===== config.mk =====
export PLATFORM = sky130hd
export DESIGN_NAME = spi_master_param
export DESIGN_NICKNAME = d
export VERILOG_FILES = /design/src/rtl/spi_master_param.sv
export SDC_FILE = /design/constraint.sdc
export NUM_CORES = 1
export LEC_CHECK = 0
export CAP_MARGIN = 10
export CORE_MARGIN = 5
export CORE_UTILIZATION = 60
export DETAILED_ROUTE_END_ITERATION = 12
export PLACE_DENSITY = 0.87
export SYNTH_ARGS = -nofsm -noshare
export SYNTH_HDL_FRONTEND = slang
export SYNTH_SLANG_ARGS = --single-unit

===== constraint.sdc =====
create_clock -name clk -period 5.35 [get_ports clk]
set_clock_uncertainty 0.15 [all_clocks]
set_input_delay 1.07 -clock clk [delete_from_list [all_inputs] [get_ports clk]]
set_output_delay 1.07 -clock clk [all_outputs]
set_load 0.03 [all_outputs]

===== src/rtl/spi_master_param.sv =====
// Parametrised full-duplex SPI master: one word per accepted start, runtime
// CPOL/CPHA/bit order, multiple chip selects, programmable CS setup/hold/gap.
module spi_master_param #(
  parameter int DATA_W       = 24,
  parameter int CLK_DIV      = 16,
  parameter int NUM_CS       = 1,
  parameter int CS_SETUP_CYC = 8,
  parameter int CS_HOLD_CYC  = 8,
  parameter int CS_GAP_CYC   = 16,
  localparam int SEL_W = (NUM_CS > 1) ? $clog2(NUM_CS) : 1
) (
  input  logic              clk,
  input  logic              rst,
  input  logic              start,
  input  logic [DATA_W-1:0] data_in,
  input  logic [SEL_W-1:0]  cs_sel,
  input  logic              cpol,
  input  logic              cpha,
  input  logic              lsb_first,
  input  logic              miso,
  output logic              mosi,
  output logic              sck,
  output logic [NUM_CS-1:0] cs_n,
  output logic [DATA_W-1:0] data_out,
  output logic              busy,
  output logic              new_data
);

  localparam int HALF    = CLK_DIV / 2;
  localparam int HC_W    = $clog2(CLK_DIV) - 1;
  localparam int BC_W    = $clog2(DATA_W + 1);
  localparam int PH_MAX0 = (CS_SETUP_CYC > CS_HOLD_CYC) ? CS_SETUP_CYC : CS_HOLD_CYC;
  localparam int PH_MAX  = (PH_MAX0 > CS_GAP_CYC) ? PH_MAX0 : CS_GAP_CYC;
  localparam int PH_W    = $clog2(PH_MAX + 1);

  typedef enum logic [2:0] {IDLE, SETUP, TRANSFER, HOLD, GAP} state_t;

  state_t            state, state_next;
  logic [PH_W-1:0]   ph_cnt;
  logic [HC_W-1:0]   half_cnt;
  logic [BC_W-1:0]   bit_cnt;
  logic [DATA_W-1:0] tx_sr, rx_sr, tx_shift, rx_shift;
  logic [SEL_W-1:0]  sel_q, sel_now;
  logic              cpol_q, cpha_q, lsb_q;
  logic              accept, sck_toggle, lead_edge, trail_edge, last_trail;
  logic              tx_next_bit, cs_active_next;
  logic [NUM_CS-1:0] cs_n_next;

  always_ff @(posedge clk or posedge rst) begin
    if (rst) state <= IDLE;
    else     state <= state_next;
  end

  // Edge decode: a toggle away from the idle level is the leading edge.
  always_comb begin
    accept      = (state == IDLE) && start && (32'(cs_sel) < NUM_CS);
    sck_toggle  = (state == TRANSFER) && (half_cnt == HC_W'(HALF - 1));
    lead_edge   = sck_toggle && (sck == cpol_q);
    trail_edge  = sck_toggle && (sck != cpol_q);
    last_trail  = trail_edge && (bit_cnt == BC_W'(DATA_W - 1));
    tx_shift    = lsb_q ? (tx_sr >> 1) : (tx_sr << 1);
    tx_next_bit = lsb_q ? tx_sr[1] : tx_sr[DATA_W-2];
    rx_shift    = lsb_q ? {miso, rx_sr[DATA_W-1:1]} : {rx_sr[DATA_W-2:0], miso};
  end

  always_comb begin
    state_next = state;
    case (state)
      IDLE:     if (accept) state_next = SETUP;
      SETUP:    if (ph_cnt == PH_W'(CS_SETUP_CYC - 1)) state_next = TRANSFER;
      TRANSFER: if (last_trail) state_next = HOLD;
      HOLD:     if (ph_cnt == PH_W'(CS_HOLD_CYC - 1)) state_next = GAP;
      GAP:      if (ph_cnt == PH_W'(CS_GAP_CYC - 1)) state_next = IDLE;
      default:  state_next = IDLE;
    endcase

    sel_now        = (state == IDLE) ? cs_sel : sel_q;
    cs_active_next = (state_next == SETUP) || (state_next == TRANSFER) || (state_next == HOLD);
    cs_n_next      = '1;
    for (int i = 0; i < NUM_CS; i++) begin
      if (cs_active_next && (SEL_W'(i) == sel_now)) cs_n_next[i] = 1'b0;
    end
  end

  // Outputs are registered from the next state so cs_n and busy are glitch-free.
  always_ff @(posedge clk or posedge rst) begin
    if (rst) begin
      mosi     <= 1'b0;
      sck      <= 1'b0;
      cs_n     <= '1;
      data_out <= '0;
      busy     <= 1'b0;
      new_data <= 1'b0;
      cpol_q   <= 1'b0;
      cpha_q   <= 1'b0;
      lsb_q    <= 1'b0;
      sel_q    <= '0;
      tx_sr    <= '0;
      rx_sr    <= '0;
      ph_cnt   <= '0;
      half_cnt <= '0;
      bit_cnt  <= '0;
    end else begin
      cs_n     <= cs_n_next;
      busy     <= (state_next != IDLE);
      new_data <= (state == HOLD) && (state_next == GAP);

      if (state_next != state) ph_cnt <= '0;
      else if ((state == SETUP) || (state == HOLD) || (state == GAP)) ph_cnt <= ph_cnt + PH_W'(1);

      if (accept) begin
        tx_sr    <= data_in;
        sel_q    <= cs_sel;
        cpol_q   <= cpol;
        cpha_q   <= cpha;
        lsb_q    <= lsb_first;
        sck      <= cpol;
        mosi     <= lsb_first ? data_in[0] : data_in[DATA_W-1];
        half_cnt <= '0;
        bit_cnt  <= '0;
      end

      if (state == HOLD && state_next == GAP) data_out <= rx_sr;

      if (state == TRANSFER) begin
        half_cnt <= sck_toggle ? '0 : half_cnt + HC_W'(1);
        if (sck_toggle) sck <= ~sck;
        // CPHA=1 already shows bit 0 since SETUP, so its first leading edge does not shift.
        if (lead_edge) begin
          if (!cpha_q) rx_sr <= rx_shift;
          else if (bit_cnt != '0) begin
            mosi  <= tx_next_bit;
            tx_sr <= tx_shift;
          end
        end
        if (trail_edge) begin
          bit_cnt <= bit_cnt + BC_W'(1);
          if (cpha_q) rx_sr <= rx_shift;
          else if (!last_trail) begin
            mosi  <= tx_next_bit;
            tx_sr <= tx_shift;
          end
        end
      end
    end
  end

endmodule


After elaboration in Yosys (flattened, before gate mapping). Cells that the tools add are included.

Divide/modulo/power cells: 0. $lt $le $gt $ge: 1. Multiply operators: 0. Equality and inequality tests: 15. Add/sub/neg operators: 3. Bitwise logic cells: 2. Shift operators: 0. Muxes and demuxes: 43. Reductions and logical operators: 17.

Operators by type and width (number): two-way mux 24 bit (14); two-way mux 5 bit (5); two-way mux 3 bit (8); two-way mux 1 bit (15); case mux 3 bit (5 select lines) (1); == test 3 x 2 -> 1 bit, second input constant (4); adder 5 x 1 -> 5 bit, second input constant (2); == test 3 bit, second input constant (3); logical AND 1 bit (8); == test 3 x 1 -> 1 bit, second input constant (2); == test 5 x 3 -> 1 bit, second input constant (1); == test 5 x 4 -> 1 bit, second input constant (1); == test 5 bit, second input constant (1); nonzero test 5 bit (1); logical OR 1 bit (4); nonzero test 2 bit (2); adder 3 x 1 -> 3 bit, second input constant (1); zero test 3 bit (1); inequality test 3 bit (1); nonzero test 3 bit (1); inverter 1 bit (2); == test 1 bit (1); less-than comparator 1 bit, second input constant (1); inequality test 1 bit (1).

Memories: 0. Logic and storage cells: 97. Latch bits: 0. Output and inout bits: 29. RAM bits: 0. Flip-flop bits (word level): 97. Memory bits (read-only): 0.

Logic depth before layout (Yosys ltp). Gate-level depths: netlist of run 1.

Depth after elaboration: 11. Mapped depth: 7. Mapped depth without buffers: 7.

Least setup slack after synthesis of run 1. Ideal clock, no wire load.

Kind: input-to-reg. Start: input port cs_sel. End: register tx_sr[10]. Stages: 5. Slack: 3195 ps. Required time: 5074 ps. Data arrival time: 1879 ps. Cells stage by stage: and3b_1 > clkbuf_1 > buf_2 > mux2i_1 > mux2i_1.

Longest elaborated chain between the ends: 10.

RTL lines: from (decl) (RTL line 16) `input logic [SEL_W-1:0] cs_sel,`; less-than comparator 1 bit * (RTL line 56) `accept = (state == IDLE) && start && (32'(cs_sel) < NUM_CS);`; logical AND 1 bit * (RTL line 56); two-way mux 24 bit * (RTL line 111) `if (accept) begin`; two-way mux 24 bit (RTL line 131) `else if (bit_cnt != '0) begin`; two-way mux 24 bit (RTL line 130) `if (!cpha_q) rx_sr <= rx_shift;`; two-way mux 24 bit (RTL line 129) `if (lead_edge) begin`; two-way mux 24 bit (RTL line 139) `else if (!last_trail) begin`; two-way mux 24 bit (RTL line 138) `if (cpha_q) rx_sr <= rx_shift;`; two-way mux 24 bit (RTL line 136) `if (trail_edge) begin`; two-way mux 24 bit * (RTL line 125) `if (state == TRANSFER) begin`; to (signal assigned) (RTL line 112) `tx_sr <= data_in;`; to (signal assigned) (RTL line 133) `tx_sr <= tx_shift;`; to (signal assigned) (RTL line 141) `tx_sr <= tx_shift;`; to (decl) (RTL line 42) `logic [DATA_W-1:0] tx_sr, rx_sr, tx_shift, rx_shift;`.

Every way passes the cells marked *; elsewhere a longest branch is shown, timed or not. A chain may end at the register's enable or synchronous reset.

Worst setup path after layout of run 1.
Start: register sck. End: output port sck.

RTL lines: from (decl) (RTL line 22) `output logic sck,`; from (signal assigned) (RTL line 117) `sck <= cpol;`; from (signal assigned) (RTL line 127) `if (sck_toggle) sck <= ~sck;`.

No word-level cell between the ends.

==> results of run 1 <==
-- synthesized netlist by cell type (6+ instances only) --
cell,n,area [um^2]
ha_1,6,75.1
buf_2,11,55.1
clkbuf_1,11,41.3
nor2_1,7,26.3
nand3_1,9,45.0
inv_1,6,22.5
mux2_1,24,270
nand2_1,15,56.3
a21oi_1,27,135
dfrtp_1,96,2400
mux2i_1,99,991
a31oi_1,24,150
-- path summary, 6_finish.rpt --
| kind | slack, ns | end | startpoint |
|---|---|---|---|
| setup reg to reg | 2.98 | tx_sr[12]$_DFF_PP0_ | sck$_DFF_PP0_ |
| hold / removal | 0.34 | data_out[2]$_DFFE_PP0P_ | data_out[2]$_DFFE_PP0P_ |
| min in group asynchronous | 0.99 | tx_sr[15]$_DFF_PP0_ | rst |
| max in group asynchronous | 2.94 | rx_sr[9]$_DFFE_PP0N_ | rst |
| hold reg to reg | 0.34 | data_out[2]$_DFFE_PP0P_ | data_out[2]$_DFFE_PP0P_ |
| setup / recovery | 2.56 | sck | sck$_DFF_PP0_ |
-- cell families (layout without fill, tap and decap cells) --
logic type | Yosys count | in the layout | synth area share (%)
buffers and inverters | 37 | 89 | 3.80
AND/OR/NAND/NOR | 62 | 62 | 7.67
AO/OA/AOI/OAI | 67 | 67 | 8.59
multiplexers | 124 | 124 | 26.5
flip-flops | 97 | 97 | 50.5
XOR/XNOR | 7 | 7 | 1.43
adder cells (fa/ha/maj) | 6 | 6 | 1.56
-- cell type report --
type	count	area, um^2	area share [%]
clock buffer	10	128	2.25
clock inverter	6	82.6	1.46
inverter	7	27.5	0.486
multi-input combinational	266	2220	39.2
sequential	97	2430	42.9
tap	102	128	2.25
timing repair buffer	66	646	11.4
-- flip-flops by register name, summed over array words and instances, names as in the netlist, 3 cells and up --
| register | cells |
|---|---|
| half_cnt | 3 |
| bit_cnt | 5 |
| ph_cnt | 5 |
| tx_sr | 24 |
| state | 3 |
| rx_sr | 24 |
| data_out | 24 |
-- power breakdown --
| group | leakage, nW | switching, mW | total, mW | internal (mW) |
|---|---|---|---|---|
| clock network | 0.106 | 0.249 | 0.510 | 0.261 |
| registers | 1.30 | 0.00113 | 0.735 | 0.734 |
| logic | 0.913 | 0.0195 | 0.0420 | 0.0226 |
-- metal layers --
layer  GRT usage [%]  vias to the layer above  part of all wire [%]
li1                -                     1561                     -
met1            27.7                     1661                    44
met2            34.4                       58                    50
met3            3.51                       16                   3.1
met4            9.03                        0                   2.1
met5               0                        -                     0
-- metrics by stage --
step | hold WS, ns | instances | setup WS [ns]
2_1_floorplan | 0.303 | 400 | 1.60
3_3_place_gp | 0.321 | 538 | 2.49
3_5_place_dp | 0.328 | 538 | 2.41
4_1_cts | 0.349 | 554 | 2.55
5_1_grt | 0.359 | 554 | 2.51
6_report | 0.342 | 554 | 2.56
==> impl_metrics.json, run 1 <==
{
  "outcome": "complete, no violations",
  "vdd_drop_max_v": 0.000136,
  "drtIter0Drc": 135,
  "ioPinCount": 61,
  "rr_worst_depth": 4,
  "synth_ff_type": "dfrtp_1",
  "start_util_pct": 61.9,
  "routed_wl_um": 9710,
  "cts_hold_buf": 0,
  "grt_max_degree": 53,
  "core_mm2": 0.00777,
  "grt-ovfl-total": 0,
  "cts.path.max_buffers": 2,
  "crit_arrival_ns": 1.57,
  "syn_avg_cell_area_um2": 12.0,
  "cts_tree": "built",
  "rsz0062_at_grt": "no",
  "post-cts-setup-buffers": 0,
  "post-dp-hpwl_um": 6460,
  "ys_seq_area_share_pct": 50.5,
  "htree_num_levels": 3,
  "num-nets-final": 485,
  "hp-class": "register to register",
  "gp_congestion": 0.811,
  "antenna_cells": 0,
  "cp.depth": 1,
  "fp.dieH_um": 99.5,
  "cts_resized": 0,
  "clock_insertion_delay_worst_skew_ns": 0.36,
  "placed_cell_area_mm2": 0.00545,
  "ys_async_sr_fraction_pct": 100,
  "timing.fmax_mhz": 358,
  "firstDrtPassIters": 4,
  "slew_violations": 0,
  "mostFrequentLayoutCell": "mux2i_1",
  "die_area_mm2": 0.00991,
  "vias_per_cell": 5.95,
  "end_kind": "output port",
  "power_mw": 1.29,
  "first_global_vias": 3412,
  "cp_slowest_stage_delay_ns": 0.72,
  "dieWidth_um": 99.5,
  "ys_types": 52,
  "synth.net_count": 438,
  "drc_errors": 0,
  "yosysWarnings": 0,
  "ys_seq_elements": 97,
  "synthCells": 400,
  "synth_edf_count": 0,
  "setup_viol": 0,
  "antenna_found_initial": 0,
  "wl_per_cell_um": 17.5,
  "rows": 32,
  "grt_pass1_wl_um": 16900,
  "whs_path_depth": 1,
  "ant_nets": 0,
  "slew-limit-headroom_pct": 29.6,
  "hold_viol": 0,
  "vias": 3296,
  "final_area_mm2": 0.00566,
  "path_cells": "clkdlybuf4s50_1",
  "port_buffers": 60,
  "layout-drive-gt1-share_pct": 7.96,
  "critical_path.top_delay_family": "buffers and inverters",
  "drv_cap": 0,
  "netlist_area_mm2": 0.00481,
  "crit_path_start_kind": "register",
  "finalSetupTns_ns": 0,
  "fin_crit_ns": 2.79,
  "cp.buffers_inverters": 1,
  "track_usage_pct": 21.0,
  "synthToLayoutAreaGrowth_pct": 17.7,
  "power_density_mw_per_mm2": 227,
  "clkTransAtPathRegs_ns": 0.09,
  "cp_slowest_cell": "clkdlybuf4s50_1",
  "final_cell_mix": "mux2i_1, dfrtp_1, clkdlybuf4s50_1, a21oi_1",
  "critPathRequiredTime_ns": 4.13,
  "cts_buffers": 9,
  "nFillCells": 551,
  "fin_crit_sh_pct": 52.2,
  "clock-sinks": 97,
  "worst_pin_slew_ns": 1.05,
  "final_util_pct": 72.9,
  "setup.worst_path.class": "register to output port",
  "root_buffer": "clkbuf_8",
  "crit_fanout": 5,
  "p_leak_nw": 2.32
}
Power figures use the tool's default switching activity.
==> run 2, diff against run 1 <==
Settings changed: CORE_UTILIZATION 60 to 56, PLACE_DENSITY 0.87 to 0.83.
Clock period 5.35 ns to 2.8 ns, I/O delays scaled along.
==> impl_metrics.json, run 2 (synthesized netlist as in run 1, its figures left out) <==
{
  "regArea_mm2": 0.00243,
  "wl_per_cell_um": 16.9,
  "crit_path_start_kind": "register",
  "final_util_pct": 69.3,
  "vias_per_cell": 5.83,
  "num-nets-final": 489,
  "track_usage_pct": 19.5,
  "antenna_cells": 0,
  "fin_ws_ns": 0.434,
  "rrSetupSlack_ns": 0.43,
  "multi_input_area_mm2": 0.00222,
  "ioPinCount": 61,
  "slew-limit-headroom_pct": 27.7,
  "mostFrequentLayoutCell": "mux2i_1",
  "setup_viol": 0,
  "gp_congestion": 0.808,
  "pre_cts_ws_ns": 0.490,
  "fin_crit_sh_pct": 84.5,
  "antenna_found_initial": 0,
  "nFillCells": 595,
  "rsz0062_at_grt": "no",
  "rows": 33,
  "drtIter0Drc": 191,
  "slew_violations": 0,
  "end_kind": "register",
  "power_density_mw_per_mm2": 425,
  "fin_cells": 561,
  "final_cell_mix": "mux2i_1, dfrtp_1, clkdlybuf4s50_1, a21oi_1",
  "setup.worst_path.class": "register to register",
  "drc_errors": 0,
  "cts.path.max_buffers": 2,
  "drv_cap": 0,
  "grt-ovfl-total": 0,
  "fp.dieH_um": 103,
  "vdd_drop_max_v": 0.000260,
  "dieWidth_um": 103,
  "post-cts-setup-buffers": 0,
  "finalSetupTns_ns": 0,
  "worst_pin_slew_ns": 1.08,
  "firstDrtPassIters": 4,
  "reg_top3": "data_out (24), rx_sr (24), tx_sr (24)",
  "synthToLayoutAreaGrowth_pct": 19.5,
  "htree_num_levels": 3,
  "final_area_mm2": 0.00575,
  "root_buffer": "clkbuf_8",
  "port_buffers": 60,
  "placed_cells": 545,
  "timing.fmax_mhz": 423,
  "routed_wl_um": 9510,
  "critPathRequiredTime_ns": 2.93,
  "start_util_pct": 58.0,
  "crit_arrival_ns": 2.50,
  "core_mm2": 0.00830,
  "clock_insertion_delay_worst_skew_ns": 0.36,
  "die_area_mm2": 0.0105,
  "cts_hold_buf": 0,
  "cts_resized": 0,
  "grt_max_degree": 49,
  "whs_ns": 0.341,
  "cts_tree": "built",
  "cts_buffers": 9,
  "p_leak_nw": 2.35,
  "outcome": "complete, no violations",
  "power_mw": 2.45,
  "post-dp-hpwl_um": 6400,
  "layout-drive-gt1-share_pct": 8.99,
  "clkTransAtPathRegs_ns": 0.10,
  "placed_cell_area_mm2": 0.00554,
  "vias": 3273,
  "ant_nets": 0,
  "grt_pass1_wl_um": 16300,
  "hp-class": "register to register",
  "fin_crit_ns": 2.37,
  "first_global_vias": 3413,
  "clock-sinks": 97,
  "hold_viol": 0,
  "crit_fanout": 25
}
[run 2: path summary, 6_finish.rpt]
kind / start / endpoint / cells past startpoint
max in group asynchronous: rst / cs_n$_DFF_PP1_ / 3
worst min-delay path: data_out[22]$_DFFE_PP0P_ / data_out[22]$_DFFE_PP0P_ / 1
worst max-delay path: sck$_DFF_PP0_ / tx_sr[8]$_DFF_PP0_ / 4
min in group asynchronous: rst / data_out[10]$_DFFE_PP0P_ / 2
worst max register to register: sck$_DFF_PP0_ / tx_sr[8]$_DFF_PP0_ / 4
worst min register to register: data_out[22]$_DFFE_PP0P_ / data_out[22]$_DFFE_PP0P_ / 1
[run 2: final cells by class]
type / instances / area share (%)
timing repair buffer: 70 / 12.6
multi-input combinational: 266 / 38.6
clock buffer: 9 / 2.15
sequential: 97 / 42.3
tap: 105 / 2.29
clock inverter: 7 / 1.52
inverter: 7 / 0.522
[run 2: report_power, final]
group          switching (mW)  total, mW  internal [mW]
combinational          0.0381     0.0860         0.0479
sequential            0.00246       1.40           1.40
clock                   0.523      0.955          0.432
[run 2: worst max-delay path, stage by stage, from the launching register on]
cell,delay [ns]
dfrtp_1,0.49
xor2_2,0.30
nand3b_1,0.18
a21oi_4,0.87
mux2i_1,0.28
[run 2: layer usage]
metal	routed length, um	share of wire (%)	vias up	track usage (%)
met5	0	0	-	0
met4	160	1.7	0	7.16
met3	296	3.1	14	2.98
met2	4600	48	48	31.6
met1	4450	47	1640	26.9
li1	-	-	1571	-
